==> src/rtl/rv_lsu_pkg.sv <==
// Shared definitions for the multicycle RV load/store unit: funct3 encodings,
// error codes and controller states.
package rv_lsu_pkg;

   localparam logic [2:0] FUNCT3_LB  = 3'b000;
   localparam logic [2:0] FUNCT3_LH  = 3'b001;
   localparam logic [2:0] FUNCT3_LW  = 3'b010;
   localparam logic [2:0] FUNCT3_LD  = 3'b011;
   localparam logic [2:0] FUNCT3_LBU = 3'b100;
   localparam logic [2:0] FUNCT3_LHU = 3'b101;
   localparam logic [2:0] FUNCT3_LWU = 3'b110;
   localparam logic [2:0] FUNCT3_SB  = 3'b000;
   localparam logic [2:0] FUNCT3_SH  = 3'b001;
   localparam logic [2:0] FUNCT3_SW  = 3'b010;
   localparam logic [2:0] FUNCT3_SD  = 3'b011;

   typedef enum logic [1:0] {
      LSU_OK         = 2'd0,
      LSU_MISALIGNED = 2'd1,
      LSU_ILLEGAL    = 2'd2,
      LSU_TIMEOUT    = 2'd3
   } lsu_err_t;

   typedef enum logic [1:0] {
      S_IDLE   = 2'd0,
      S_ACCESS = 2'd1,
      S_RESP   = 2'd2
   } lsu_state_t;

endpackage

==> src/rtl/rv_lsu_multicycle_load_align.sv <==
// Load return path: moves the addressed lane down to bit 0, truncates to the
// access size and sign- or zero-extends to XLEN. Purely combinational.
module lsu_load_align #(
   parameter int XLEN = 32
) (
   input  logic [XLEN-1:0]              rd_data_i,
   input  logic [$clog2(XLEN/8)-1:0]    lane_i,
   input  logic [1:0]                   size_i,
   input  logic                         unsigned_i,
   output logic [XLEN-1:0]              data_o
);
   localparam int IDX_W = $clog2(XLEN);

   logic [XLEN-1:0]  shifted;
   logic [XLEN-1:0]  mask;
   logic [IDX_W-1:0] msb;
   logic             sign;
   int               width;

   always_comb begin
      shifted = rd_data_i >> {lane_i, 3'b000};
      width   = 8 << size_i;
      // A dword size on a 32-bit unit is rejected upstream; clip so indexing stays in range
      if (width > XLEN) width = XLEN;
      mask    = ~({XLEN{1'b1}} << width);
      msb     = IDX_W'(width - 1);
      sign    = ~unsigned_i & shifted[msb];
      data_o  = (shifted & mask) | ({XLEN{sign}} & ~mask);
   end

endmodule

==> src/rtl/rv_lsu_multicycle.sv <==
// Multicycle load/store unit: classifies a core request, runs one bus access
// with variable latency and an optional timeout, and returns a one-cycle response.
module rv_lsu_multicycle
   import rv_lsu_pkg::*;
#(
   parameter int XLEN           = 32,
   parameter int ADDR_W         = 32,
   parameter int TIMEOUT_CYCLES = 255
) (
   input  logic                clk,
   input  logic                rst,
   input  logic                req_valid,
   output logic                req_ready,
   input  logic                req_is_store,
   input  logic [2:0]          req_funct3,
   input  logic [ADDR_W-1:0]   req_addr,
   input  logic [XLEN-1:0]     req_wdata,
   output logic                resp_valid,
   output logic [XLEN-1:0]     resp_rdata,
   output logic [1:0]          resp_err,
   output logic [ADDR_W-1:0]   mem_addr,
   output logic [XLEN-1:0]     mem_wr_data,
   output logic [XLEN/8-1:0]   mem_wr_strb,
   output logic                mem_rd_ena,
   output logic                mem_wr_ena,
   input  logic                mem_ack,
   input  logic [XLEN-1:0]     mem_rd_data,
   output logic                busy
);
   localparam int BYTES  = XLEN / 8;
   localparam int LANE_W = $clog2(BYTES);
   localparam int CNT_W  = (TIMEOUT_CYCLES < 2) ? 1 : $clog2(TIMEOUT_CYCLES + 1);

   lsu_state_t         state_q, state_d;
   lsu_err_t           err_q, err_d, resp_err_q, resp_err_d;
   logic               store_q, store_d, uns_q, uns_d;
   logic               resp_valid_q, resp_valid_d;
   logic [1:0]         size_q, size_d;
   logic [LANE_W-1:0]  lane_q, lane_d;
   logic [ADDR_W-1:0]  mem_addr_q, mem_addr_d;
   logic [XLEN-1:0]    wdata_q, wdata_d, rdata_q, rdata_d, resp_rdata_q, resp_rdata_d;
   logic [BYTES-1:0]   strb_q, strb_d;
   logic [CNT_W-1:0]   cnt_q, cnt_d;

   logic [LANE_W-1:0]  req_lane;
   logic [3:0]         req_nb;
   logic [BYTES-1:0]   req_strb_base, req_strb;
   logic [XLEN-1:0]    req_rep;
   logic               req_illegal, req_misaligned;
   logic [XLEN-1:0]    load_data;

   // Request classification and bus-lane formatting, evaluated straight off the request
   always_comb begin
      req_lane = req_addr[LANE_W-1:0];
      req_nb   = 4'd1 << req_funct3[1:0];
      for (int i = 0; i < BYTES; i++) begin
         req_strb_base[i]  = (i < int'(req_nb));
         req_rep[i*8 +: 8] = req_wdata[(i & (int'(req_nb) - 1))*8 +: 8];
      end
      req_strb       = req_strb_base << req_lane;
      req_illegal    = (int'(req_funct3[1:0]) > LANE_W) | (req_is_store & req_funct3[2]);
      req_misaligned = |(req_lane & LANE_W'((1 << req_funct3[1:0]) - 1));
   end

   lsu_load_align #(.XLEN(XLEN)) u_load_align (
      .rd_data_i  (mem_rd_data),
      .lane_i     (lane_q),
      .size_i     (size_q),
      .unsigned_i (uns_q),
      .data_o     (load_data)
   );

   always_comb begin
      state_d      = state_q;
      err_d        = err_q;
      store_d      = store_q;
      uns_d        = uns_q;
      size_d       = size_q;
      lane_d       = lane_q;
      mem_addr_d   = mem_addr_q;
      wdata_d      = wdata_q;
      strb_d       = strb_q;
      rdata_d      = rdata_q;
      cnt_d        = cnt_q;
      resp_valid_d = 1'b0;
      resp_rdata_d = '0;
      resp_err_d   = LSU_OK;
      unique case (state_q)
         S_IDLE: begin
            if (req_valid) begin
               store_d = req_is_store;
               uns_d   = req_funct3[2];
               size_d  = req_funct3[1:0];
               lane_d  = req_lane;
               rdata_d = '0;
               cnt_d   = '0;
               if (req_illegal) begin
                  err_d   = LSU_ILLEGAL;
                  state_d = S_RESP;
               end else if (req_misaligned) begin
                  err_d   = LSU_MISALIGNED;
                  state_d = S_RESP;
               end else begin
                  err_d      = LSU_OK;
                  state_d    = S_ACCESS;
                  mem_addr_d = {req_addr[ADDR_W-1:LANE_W], {LANE_W{1'b0}}};
                  wdata_d    = req_rep;
                  strb_d     = req_is_store ? req_strb : '0;
               end
            end
         end
         S_ACCESS: begin
            cnt_d = cnt_q + 1'b1;
            // An ack on the same edge the count expires still completes the access
            if (mem_ack) begin
               rdata_d = store_q ? '0 : load_data;
               state_d = S_RESP;
            end else if (TIMEOUT_CYCLES != 0 &&
                         ({1'b0, cnt_q} + 1'b1) == (CNT_W+1)'(TIMEOUT_CYCLES)) begin
               err_d   = LSU_TIMEOUT;
               state_d = S_RESP;
            end
         end
         S_RESP: begin
            resp_valid_d = 1'b1;
            resp_rdata_d = rdata_q;
            resp_err_d   = err_q;
            state_d      = S_IDLE;
         end
         default: state_d = S_IDLE;
      endcase
   end

   always_ff @(posedge clk or posedge rst) begin
      if (rst) begin
         state_q      <= S_IDLE;
         err_q        <= LSU_OK;
         store_q      <= 1'b0;
         uns_q        <= 1'b0;
         size_q       <= '0;
         lane_q       <= '0;
         mem_addr_q   <= '0;
         wdata_q      <= '0;
         strb_q       <= '0;
         rdata_q      <= '0;
         cnt_q        <= '0;
         resp_valid_q <= 1'b0;
         resp_rdata_q <= '0;
         resp_err_q   <= LSU_OK;
      end else begin
         state_q      <= state_d;
         err_q        <= err_d;
         store_q      <= store_d;
         uns_q        <= uns_d;
         size_q       <= size_d;
         lane_q       <= lane_d;
         mem_addr_q   <= mem_addr_d;
         wdata_q      <= wdata_d;
         strb_q       <= strb_d;
         rdata_q      <= rdata_d;
         cnt_q        <= cnt_d;
         resp_valid_q <= resp_valid_d;
         resp_rdata_q <= resp_rdata_d;
         resp_err_q   <= resp_err_d;
      end
   end

   // Enables decode from state so a reset pulls them low without waiting for a clock
   assign req_ready   = (state_q == S_IDLE) & ~rst;
   assign busy        = (state_q != S_IDLE);
   assign mem_rd_ena  = (state_q == S_ACCESS) & ~store_q;
   assign mem_wr_ena  = (state_q == S_ACCESS) &  store_q;
   assign mem_wr_strb = (state_q == S_ACCESS) ? strb_q : '0;
   assign mem_addr    = mem_addr_q;
   assign mem_wr_data = wdata_q;
   assign resp_valid  = resp_valid_q;
   assign resp_rdata  = resp_rdata_q;
   assign resp_err    = resp_err_q;

endmodule

==> config.mk <==
export PLATFORM = sky130hd
export DESIGN_NAME = rv_lsu_multicycle
export DESIGN_NICKNAME = d
export VERILOG_FILES = /design/src/rtl/rv_lsu_pkg.sv /design/src/rtl/rv_lsu_multicycle_load_align.sv /design/src/rtl/rv_lsu_multicycle.sv
export SDC_FILE = /design/constraint.sdc
export NUM_CORES = 1
export LEC_CHECK = 0
export BUFFER_PORTS_ARGS = -buffer_cell sky130_fd_sc_hd__buf_4
export CORE_MARGIN = 2
export CORE_UTILIZATION = 50
export CTS_BUF_LIST = sky130_fd_sc_hd__clkbuf_8
export DETAILED_ROUTE_END_ITERATION = 16
export HOLD_SLACK_MARGIN = 0.15
export PLACE_DENSITY = 0.86
export SLEW_MARGIN = 20
export SYNTH_ARGS = -nofsm -noshare
export SYNTH_HDL_FRONTEND = slang
export SYNTH_SLANG_ARGS = --single-unit
==> constraint.sdc <==
create_clock -name clk -period 16.5 [get_ports clk]
set_clock_uncertainty 0.15 [all_clocks]
set_input_delay 3.3 -clock clk [delete_from_list [all_inputs] [get_ports clk]]
set_output_delay 3.3 -clock clk [all_outputs]
set_load 0.02 [all_outputs]
==> flow_metrics.py, run 1 <==
metrics = {
    "outcome": {
        "run_status": "completed",
    },
    "floorplan": {
        "floorplan.io_pins": 211,
        "die-area_sq_um": 14470,
        "initial_core_util_pct": 51.07,
        "height_of_the_die_microns": 120.3,
        "chipWidth_microns": 120.3,
        "core_sq_um": 13240,
        "rows": 42,
    },
    "synthesis": {
        "postSynthCellCount": 597,
        "seq_area_frac_synth_pct": 55.87,
        "postSynth.topFlopCell": "dfrtp_1",
        "postSynthAreaPerCell_sq_um": 11.33,
        "syn_area_sq_um": 6763,
        "postSynthRegisterBits": 151,
        "synth_cell_types": 49,
        "ys_async_sr_fraction_pct": 100.0,
        "synth_warnings": 0,
        "synth_edf_count": 0,
    },
    "worst_setup_path": {
        "worstSetupStartpointType": "input pin",
        "cpLargestDelayFamily": "buffers and inverters",
        "worstPathBufferInverterCount": 2,
        "max_stage_delay_ps": 140,
        "crit_chain": "buf_4 -> nor2_1 -> buf_4",
        "crit_arrival_ps": 3670,
        "path_max_fanout": 2,
        "cp_slowest_cell": "buf_4",
        "criticalPathCategory": "in2out",
        "worstPathRequired_ps": 13050,
        "cpMostUsedCell": "buf_4",
        "critPathCaptureType": "output pin",
    },
    "global_routing": {
        "global_route.usage.total_pct": 24.18,
        "first_pass_grt_wire_length_microns": 27270,
        "first_global_vias": 5502,
        "maximum_number_of_pins_on_one_net_before_global_route_repair": 88,
        "antenna_violations_before_repair": 0,
        "grt_overflow": 0,
    },
    "pwr": {
        "power-per-cell-area_nw_per_um2": 151.5,
        "power.ir.vdd_worst_uv": 121.2,
        "static-leakage-power_nw": 4.295,
    },
    "finish": {
        "nets": 894,
        "finalCoreUtilization_pct": 65.84,
        "nFillCells": 1037,
        "n_antenna_cell": 0,
        "post_route_cells_drive_above_1_share_pct": 37.41,
        "areaGrowthSynthToFinish_pct": 28.92,
    },
    "routing": {
        "remaining_drc_errors": 0,
        "drtAntennaViolNets": 0,
        "num_vias": 5342,
        "post_drt_via_cell_ratio": 5.507,
        "detailed_route_wl_microns": 17180,
        "first_pass_iters": 5,
        "avgRoutedWirePerCell_microns": 17.71,
        "dr.first_iter.drc_count": 445,
    },
    "place": {
        "dpl.hpwl_microns": 12390,
        "placement.io_buffers": 208,
        "routabilityCongestion": 0.8697,
    },
    "timing": {
        "fin_tns_setup_ps": 0,
        "hold_violations": 0,
        "max_slew.worst_pin.slew_ps": 1021,
        "fin_crit_sh_pct": 43.15,
        "max_freq_mhz": 140.5,
        "rsz_0062_raised_after_global_routing": "no",
        "finalCriticalPeriod_ps": 7120,
        "timing.final.max_slew_violations": 0,
        "final-setup-viol-count": 0,
        "slew_headroom_pct": 31.94,
    },
    "clock_tree": {
        "ctsLongestPathBuffers": 2,
        "cts-buffers-inserted": 17,
        "cts.repair_timing.setup_buffer_count": 0,
        "clk_root_buffer_cell": "clkbuf_8",
        "clk_pin_slew_ps": 70,
        "worst_skew_pair.late_latency_ps": 430,
        "ctsHtreeMaxLevel": 4,
        "cts.sink_count": 151,
        "postCtsHoldBufs": 0,
        "cts_resized": 0,
        "tritoncts": "done",
    },
    "min_path": {
        "worst_hold_path_type": "reg2reg",
    },
    "flow_run": {
        "cap_viol_max_count": 0,
    },
}
## metal layers
layer | vias to the layer above | wire length (microns) | track usage (%)
li1 | 2446 | - | -
met2 | 258 | 8414 | 39.81
met4 | 0 | 461 | 10.25
met1 | 2600 | 6754 | 29.31
met5 | - | 0 | 0
met3 | 38 | 1545 | 7.925
## path summary, 6_finish.rpt
kind / from / to / slack [ps] / cells past startpoint
worst min-delay path: strb_q[1] / strb_q[1] / 330 / 2
max in group asynchronous: rst / rdata_q[29] / 12220 / 3
min in group asynchronous: rst / resp_err[1] / 2800 / 2
worst min register to register: strb_q[1] / strb_q[1] / 330 / 2
worst max-delay path: rst / req_ready / 9380 / 3
worst max register to register: state_q[0] / mem_addr[10] / 13270 / 4
## worst register-to-register path: stages, from the launching register on
cell and delay (ps):
dfrtp_1 530, nand2b_1 270, nor3_4 570, nand3_4 900, mux2_2 690
## state kept, by name, summed over array words and instances (netlist names)
register	flops
err_q	2
state_q	2
cnt_q	8
uns_q	1
mem_addr	30
rdata_q	32
store_q	1
resp_err	2
mem_wr_data	32
resp_rdata	32
lane_q	2
size_q	2
strb_q	4
resp_valid	1
## cells in the final DEF (no fill, tap or decap), types with 4 or more instances in the layout
master and n:
a211o_1 10, o21ai_0 44, dfrtp_1 151, nor2_1 22
a32o_1 7, o22ai_1 5, mux2i_1 33, clkinv_2 4
a21oi_1 12, inv_1 12, a22o_1 17, clkbuf_8 17
nor2b_1 18, nand3_1 5, nand2_1 73, buf_4 211
and2_1 40, mux2_2 50, a211oi_1 16
## through the flow
stage	worst slack [ps]	hold slack (ps)	cell area [sq um]	cells	total power [mW]
final	9380	331.3	8718	970	1.321
after global routing	9336	360.0	8718	970	1.395
after CTS	9376	336.6	8705	970	1.328
after detailed placement	9379	318.3	8401	944	1.091
after global placement	9377	302.5	8401	944	1.067
after floorplan	8985	284.9	6766	598	0.8664
## power by group
group	leakage [nW]	switching, mW	internal (mW)
logic	2.17	0.294	0.239
clock network	0.172	0.124	0.111
registers	1.96	0.0735	0.479
## synthesized netlist by cell type (5+ instances only)
library cell  instances  area [sq um]
a211o_1              10         87.58
a211oi_1             16         120.1
a21oi_1              13         65.06
a22o_1               17         148.9
a32o_1                7         70.07
and2_1               40         250.2
buf_2                10         50.05
clkbuf_1             22         82.58
dfrtp_1             151          3779
inv_1                10         37.54
mux2_2               50         563.0
mux2i_1              33         330.3
nand2_1              73         274.0
nand3_1               5         25.02
nor2_1               23         86.33
nor2b_1              19         118.9
o21ai_0              44         220.2
o22ai_1               5         31.28
## cell type report
cell class	instances	area (sq um)	share of cell area [%]
timing repair buffer	212	1595	18.30
inverter	10	42.54	0.4879
clock buffer	17	234.0	2.684
sequential	151	3779	43.34
multi-input combinational	395	2778	31.86
tap	176	220.2	2.526
clock inverter	9	70.07	0.8037
## logic make-up (layout without fill, tap and decap cells)
group	after synthesis	after routing	synth area share [%]
buf+inv	52	248	3.497
simple gates	176	176	13.02
other cells	1	2	0.05545
xor+xnor	4	4	0.5181
fa+ha+maj	3	3	0.5551
mux	84	84	13.54
flops	151	151	55.87
compound gates	126	126	12.93
Note: power is estimated with default switching activity, not from simulation.
==> inputs of run 2 (changes only) <==
- clock period: 16.5 -> 7.14 ns (I/O delays scaled with it)
==> run 2 against run 1 <==
Effect of this change: register-to-register slack lost 9300 ps; global-route usage is 0.16 points higher; clock power is 140% higher; clock-buffer cell count increased by 2; routed wire length is 0.85% higher; non-clock buffer count stayed put; sequential power grew 130%; sequential share of layout area decreased by 0.20 points; cell area grew 0.46%; first-iteration DRC count fell by 2.7%; via count fell by 0.66%; flip-flop and latch count unchanged.
==> flow_metrics.py, run 2 (synthesis results as in run 1) <==
metrics = {
    "routing": {
        "post_drt_via_cell_ratio": 5.438,
        "avgRoutedWirePerCell_microns": 17.75,
        "num_vias": 5307,
        "detailed_route_wl_microns": 17320,
        "first_pass_iters": 6,
        "remaining_drc_errors": 0,
        "dr.first_iter.drc_count": 433,
        "drtAntennaViolNets": 0,
    },
    "min_path": {
        "min_path_cells": 2,
        "worst_hold_path_type": "reg2reg",
    },
    "worst_setup_path": {
        "criticalPathCategory": "reg2out",
        "crit_chain": "nor2b_1 -> and2_1 -> buf_4",
        "critPathCaptureType": "output pin",
        "max_stage_delay_ps": 760,
        "cp_slowest_cell": "nor2b_1",
        "crit_arrival_ps": 2180,
        "cpLargestDelayFamily": "simple AND/OR/NAND/NOR gates",
        "worstSetupStartpointType": "flip-flop",
        "path_max_fanout": 12,
        "worstPathRequired_ps": 5560,
        "critical_path_cell_count": 3,
        "worstRegToRegCells": 4,
        "worstPathBufferInverterCount": 1,
    },
    "pwr": {
        "power.ir.vdd_worst_uv": 273.7,
        "static-leakage-power_nw": 4.294,
        "power-per-cell-area_nw_per_um2": 352.3,
    },
    "timing": {
        "final-setup-viol-count": 0,
        "rsz_0062_raised_after_global_routing": "no",
        "finalCriticalPeriod_ps": 3753,
        "max_freq_mhz": 266.4,
        "fin_crit_sh_pct": 52.57,
        "fin_tns_setup_ps": 0,
        "slew_headroom_pct": 32.78,
        "fin_ws_ps": 3387,
        "timing.final.max_slew_violations": 0,
        "max_slew.worst_pin.slew_ps": 1008,
        "hold_violations": 0,
        "hold-worst-slack_ps": 328.9,
    },
    "global_routing": {
        "global_route.usage.total_pct": 24.34,
        "maximum_number_of_pins_on_one_net_before_global_route_repair": 88,
        "grt_overflow": 0,
        "first_pass_grt_wire_length_microns": 27320,
        "antenna_violations_before_repair": 1,
        "first_global_vias": 5380,
    },
    "clock_tree": {
        "worst_skew_pair.late_latency_ps": 450,
        "cts.sink_count": 151,
        "cts_resized": 0,
        "clk_root_buffer_cell": "clkbuf_8",
        "tritoncts": "done",
        "ctsHtreeMaxLevel": 4,
        "clk_pin_slew_ps": 80,
        "ctsLongestPathBuffers": 2,
        "cts-buffers-inserted": 17,
        "postCtsHoldBufs": 0,
        "cts.repair_timing.setup_buffer_count": 0,
    },
    "place": {
        "placement.io_buffers": 208,
        "numPlacedInstances": 944,
        "dpl.hpwl_microns": 12370,
        "pre_cts_slack_ps": 3141,
        "routabilityCongestion": 0.8619,
    },
    "finish": {
        "mostFrequentLayoutCell": "buf_4",
        "most-common-layout-cells": "buf_4 (211), dfrtp_1 (151), nand2_1 (73)",
        "seq_area_sq_um": 3779,
        "instances_no_fill": 976,
        "nets": 894,
        "areaGrowthSynthToFinish_pct": 29.51,
        "finalCoreUtilization_pct": 66.14,
        "nFillCells": 1032,
        "post_route_cells_drive_above_1_share_pct": 38.05,
        "multi_input_comb_area_sq_um": 2778,
    },
    "floorplan": {
        "core_sq_um": 13240,
        "die-area_sq_um": 14470,
        "floorplan.io_pins": 211,
        "initial_core_util_pct": 51.07,
        "rows": 42,
        "height_of_the_die_microns": 120.3,
        "chipWidth_microns": 120.3,
    },
    "flow_run": {
        "cap_viol_max_count": 0,
    },
    "outcome": {
        "run_status": "completed",
    },
}
[run 2: path summary, 6_finish.rpt]
kind | startpoint | end | slack [ps]
worst min-delay path | strb_q[1] | strb_q[1] | 330
min in group asynchronous | rst | state_q[0] | 910
worst max-delay path | state_q[0] | mem_wr_strb[0] | 3390
max in group asynchronous | rst | mem_addr[6] | 4780
worst min register to register | strb_q[1] | strb_q[1] | 330
worst max register to register | state_q[0] | mem_addr[14] | 4000
[run 2: final cells by class]
type / count / share of cell area (%)
Clock buffer: 19 / 2.986
Timing Repair Buffer: 212 / 18.21
Inverter: 10 / 0.4857
Sequential cell: 151 / 43.14
Antenna cell: 1 / 0.02857
Tap cell: 176 / 2.514
Clock inverter: 12 / 0.9143
Multi-Input combinational cell: 395 / 31.71
[run 2: power breakdown]
group / switching, mW / leakage (nW) / total [mW] / internal, mW
Clock: 0.322 / 0.171 / 0.577 / 0.255
Sequential: 0.171 / 1.96 / 1.28 / 1.11
Combinational: 0.679 / 2.17 / 1.23 / 0.553
Total: 1.17 / 4.29 / 3.09 / 1.91
[run 2: per-stage QoR]
step	power (mW)	instance area [sq um]
finish	3.085	8758
global placement	2.468	8401
CTS	3.100	8742
floorplan	2.002	6766
global route	3.251	8758
detailed placement	2.521	8401
[run 2: worst reg2reg max path, stage by stage, from the launching register on]
cell	delay, ps
dfrtp_1	530
nand2b_1	270
nor3_4	530
nand3_4	890
mux2_2	660
[run 2: metal layers]
layer	routed length, microns	GRT usage (%)	up-vias
met4	391	11.05	0
met3	1544	8.538	28
met2	8486	39.49	259
li1	-	-	2452
met5	0	0	-
met1	6900	29.32	2568
==> inputs of run 3 (changes only) <==
- ABC_AREA: not set -> 1
- CORE_UTILIZATION: 50 -> 48
- PLACE_DENSITY: 0.86 -> 0.87
- clock period: 7.14 -> 3 ns (I/O delays scaled with it)
==> run 3 against run 2 <==
Effect of this change: sequential power grew 120%; worst setup slack got worse by 2800 ps; global-route usage is 1.3 points higher; critical path depth grew 1; utilization decreased by 1.8 points; via count grew 19%; clock-buffer cell count decreased by 1; first-iteration DRC count rose by 36%; synthesized cell count increased by 42%; critical path type unchanged; critical endpoint is now mem_rd_ena; largest power group unchanged; highest routed layer unchanged.
==> flow_metrics.py, run 3 <==
metrics = {
    "global_routing": {
        "antenna_violations_before_repair": 0,
        "global_route.usage.total_pct": 25.61,
        "grt_overflow": 0,
        "first_pass_grt_wire_length_microns": 29780,
        "maximum_number_of_pins_on_one_net_before_global_route_repair": 86,
        "first_global_vias": 6076,
    },
    "finish": {
        "nFillCells": 1217,
        "post_route_cells_drive_above_1_share_pct": 25.73,
        "instances_no_fill": 1241,
        "most-common-layout-cells": "nand2_1 (287), buf_4 (216), dfrtp_1 (151)",
        "areaGrowthSynthToFinish_pct": 30.77,
        "nets": 1156,
        "mostFrequentLayoutCell": "nand2_1",
        "n_antenna_cell": 0,
    },
    "timing": {
        "fin_tns_setup_ps": 0,
        "slew_headroom_pct": 60.25,
        "final-setup-viol-count": 0,
        "rsz_0062_raised_after_global_routing": "no",
        "max_freq_mhz": 413.4,
        "hold_violations": 0,
        "fin_ws_ps": 581.3,
        "timing.final.max_slew_violations": 0,
        "max_slew.worst_pin.slew_ps": 596.2,
        "finalCriticalPeriod_ps": 2419,
        "fin_crit_sh_pct": 80.62,
    },
    "routing": {
        "avgRoutedWirePerCell_microns": 15.06,
        "drtAntennaViolNets": 0,
        "num_vias": 6326,
        "dr.first_iter.drc_count": 588,
        "remaining_drc_errors": 0,
        "post_drt_via_cell_ratio": 5.098,
        "first_pass_iters": 6,
        "detailed_route_wl_microns": 18680,
    },
    "pwr": {
        "power.ir.vdd_worst_uv": 517.8,
        "static-leakage-power_nw": 4.721,
        "finalPower_mw": 6.831,
        "power-per-cell-area_nw_per_um2": 762.4,
    },
    "synthesis": {
        "postSynthCellCount": 849,
        "syn_area_sq_um": 6852,
        "synth_top_area_share_pct": 55.15,
        "seq_area_frac_synth_pct": 55.15,
        "yosysTopAreaCell": "dfrtp_1",
        "ys_async_sr_fraction_pct": 100.0,
        "postSynthAreaPerCell_sq_um": 8.070,
        "netlist_top_cells_count": "nand2_1 (287), dfrtp_1 (151), nor2_1 (94)",
        "synth_top_cells_by_area": "dfrtp_1 (55%), nand2_1 (16%), nor2_1 (5.1%), o21ai_0 (4.5%), inv_1 (4.2%)",
        "postSynthRegisterBits": 151,
        "synth_warnings": 0,
        "postSynth.topFlopCell": "dfrtp_1",
        "synth_edf_count": 0,
        "synth_most_common_cell": "nand2_1",
        "synth_cell_types": 33,
    },
    "place": {
        "numPlacedInstances": 1209,
        "dpl.hpwl_microns": 13620,
        "routabilityCongestion": 0.9446,
        "placement.io_buffers": 208,
        "pre_cts_slack_ps": 568.1,
    },
    "clock_tree": {
        "ctsLongestPathBuffers": 2,
        "tritoncts": "done",
        "cts-buffers-inserted": 17,
        "ctsHtreeMaxLevel": 4,
        "cts.repair_timing.setup_buffer_count": 0,
        "clk_pin_slew_ps": 90,
        "clk_root_buffer_cell": "clkbuf_8",
        "worst_skew_pair.late_latency_ps": 440,
        "cts.sink_count": 151,
    },
    "floorplan": {
        "rows": 43,
        "core_sq_um": 13930,
        "height_of_the_die_microns": 123.5,
        "initial_core_util_pct": 49.17,
        "chipWidth_microns": 123.5,
        "die-area_sq_um": 15250,
        "floorplan.io_pins": 211,
    },
    "min_path": {
        "worst_hold_path_type": "in2reg",
    },
    "flow_run": {
        "cap_viol_max_count": 0,
    },
    "worst_setup_path": {
        "path_max_fanout": 14,
        "worstPathRequired_ps": 2250,
        "worstSetupStartpointType": "flip-flop",
        "critPathCaptureType": "output pin",
        "crit_arrival_ps": 1670,
        "criticalPathCategory": "reg2out",
    },
    "outcome": {
        "run_status": "completed",
    },
}
-- run 3: cell types whose count changed in the layout (fill, tap and decap cells not counted), sizes merged, moves of 40 or more --
cell and change:
o21ai +51, and2 -40, mux2 -50, nor2 +73, inv +72, nand2 +219
-- run 3: what timing repair did --
| item | CTS | global route |
|---|---|---|
| hold endpoints to repair | 16 | 0 |
| hold buffers | 1 | 0 |
| resized for setup | 0 | 0 |
-- run 3: worst paths after layout --
| path | startpoint | endpoint | slack (ps) | cells past startpoint |
|---|---|---|---|---|
| setup reg to reg | lane_q[0] | rdata_q[12] | 950 | 7 |
| hold / removal | req_addr[18] | mem_addr[18] | 190 | 3 |
| max in group asynchronous | rst | rdata_q[8] | 1360 | 4 |
| setup / recovery | state_q[1] | mem_rd_ena | 580 | 4 |
| min in group asynchronous | rst | mem_addr[18] | 580 | 3 |
| hold reg to reg | rdata_q[15] | rdata_q[15] | 330 | 2 |
-- run 3: power by group --
group,total [mW],internal [mW],switching [mW]
registers,2.82,2.50,0.319
logic,2.50,0.951,1.55
clock network,1.51,0.749,0.759
-- run 3: layout make-up --
class	count	area, sq um	area share (%)
timing repair buffer	220	1692	18.88
inverter	88	339.1	3.784
multi-input combinational	571	2545	28.40
tap	180	225.2	2.514
sequential	151	3779	42.17
clock buffer	18	247.7	2.765
clock inverter	13	132.6	1.480
-- run 3: cells by family (layout without fill, tap and decap cells) --
kind of cell             after synthesis  after routing  share of synthesized area, %
AND/OR/NAND/NOR                      426            426                         25.33
flip-flops                           151            151                         55.15
AO/OA/AOI/OAI                        140            140                         11.16
buffers and inverters                128            339                         7.761
adder cells (fa/ha/maj)                3              3                        0.5479
other                                  1              2                       0.05473
-- run 3: metal layers --
layer  up-vias  share of wire [%]  GRT usage (%)
li1       3062                  -              -
met1      2931                 39          31.37
met2       295                 49          42.20
met3        38                9.0          7.749
met4         0                2.9          10.51
met5         -                  0              0
-- run 3: worst max-delay path: stages (launching register included) --
cell and delay (ps):
dfrtp_1 420, nor2_4 260, inv_2 200, nor2_8 170
buf_4 160
-- run 3: stage by stage --
step           util (%)  cell area, sq um  hold slack, ps
3_3_place_gp      61.50              8569           306.8
4_1_cts           64.30              8960           162.1
2_1_floorplan         -              6859           291.9
3_5_place_dp      61.50              8569           316.3
5_1_grt           64.30              8960           165.1
6_report          64.30              8960           190.0
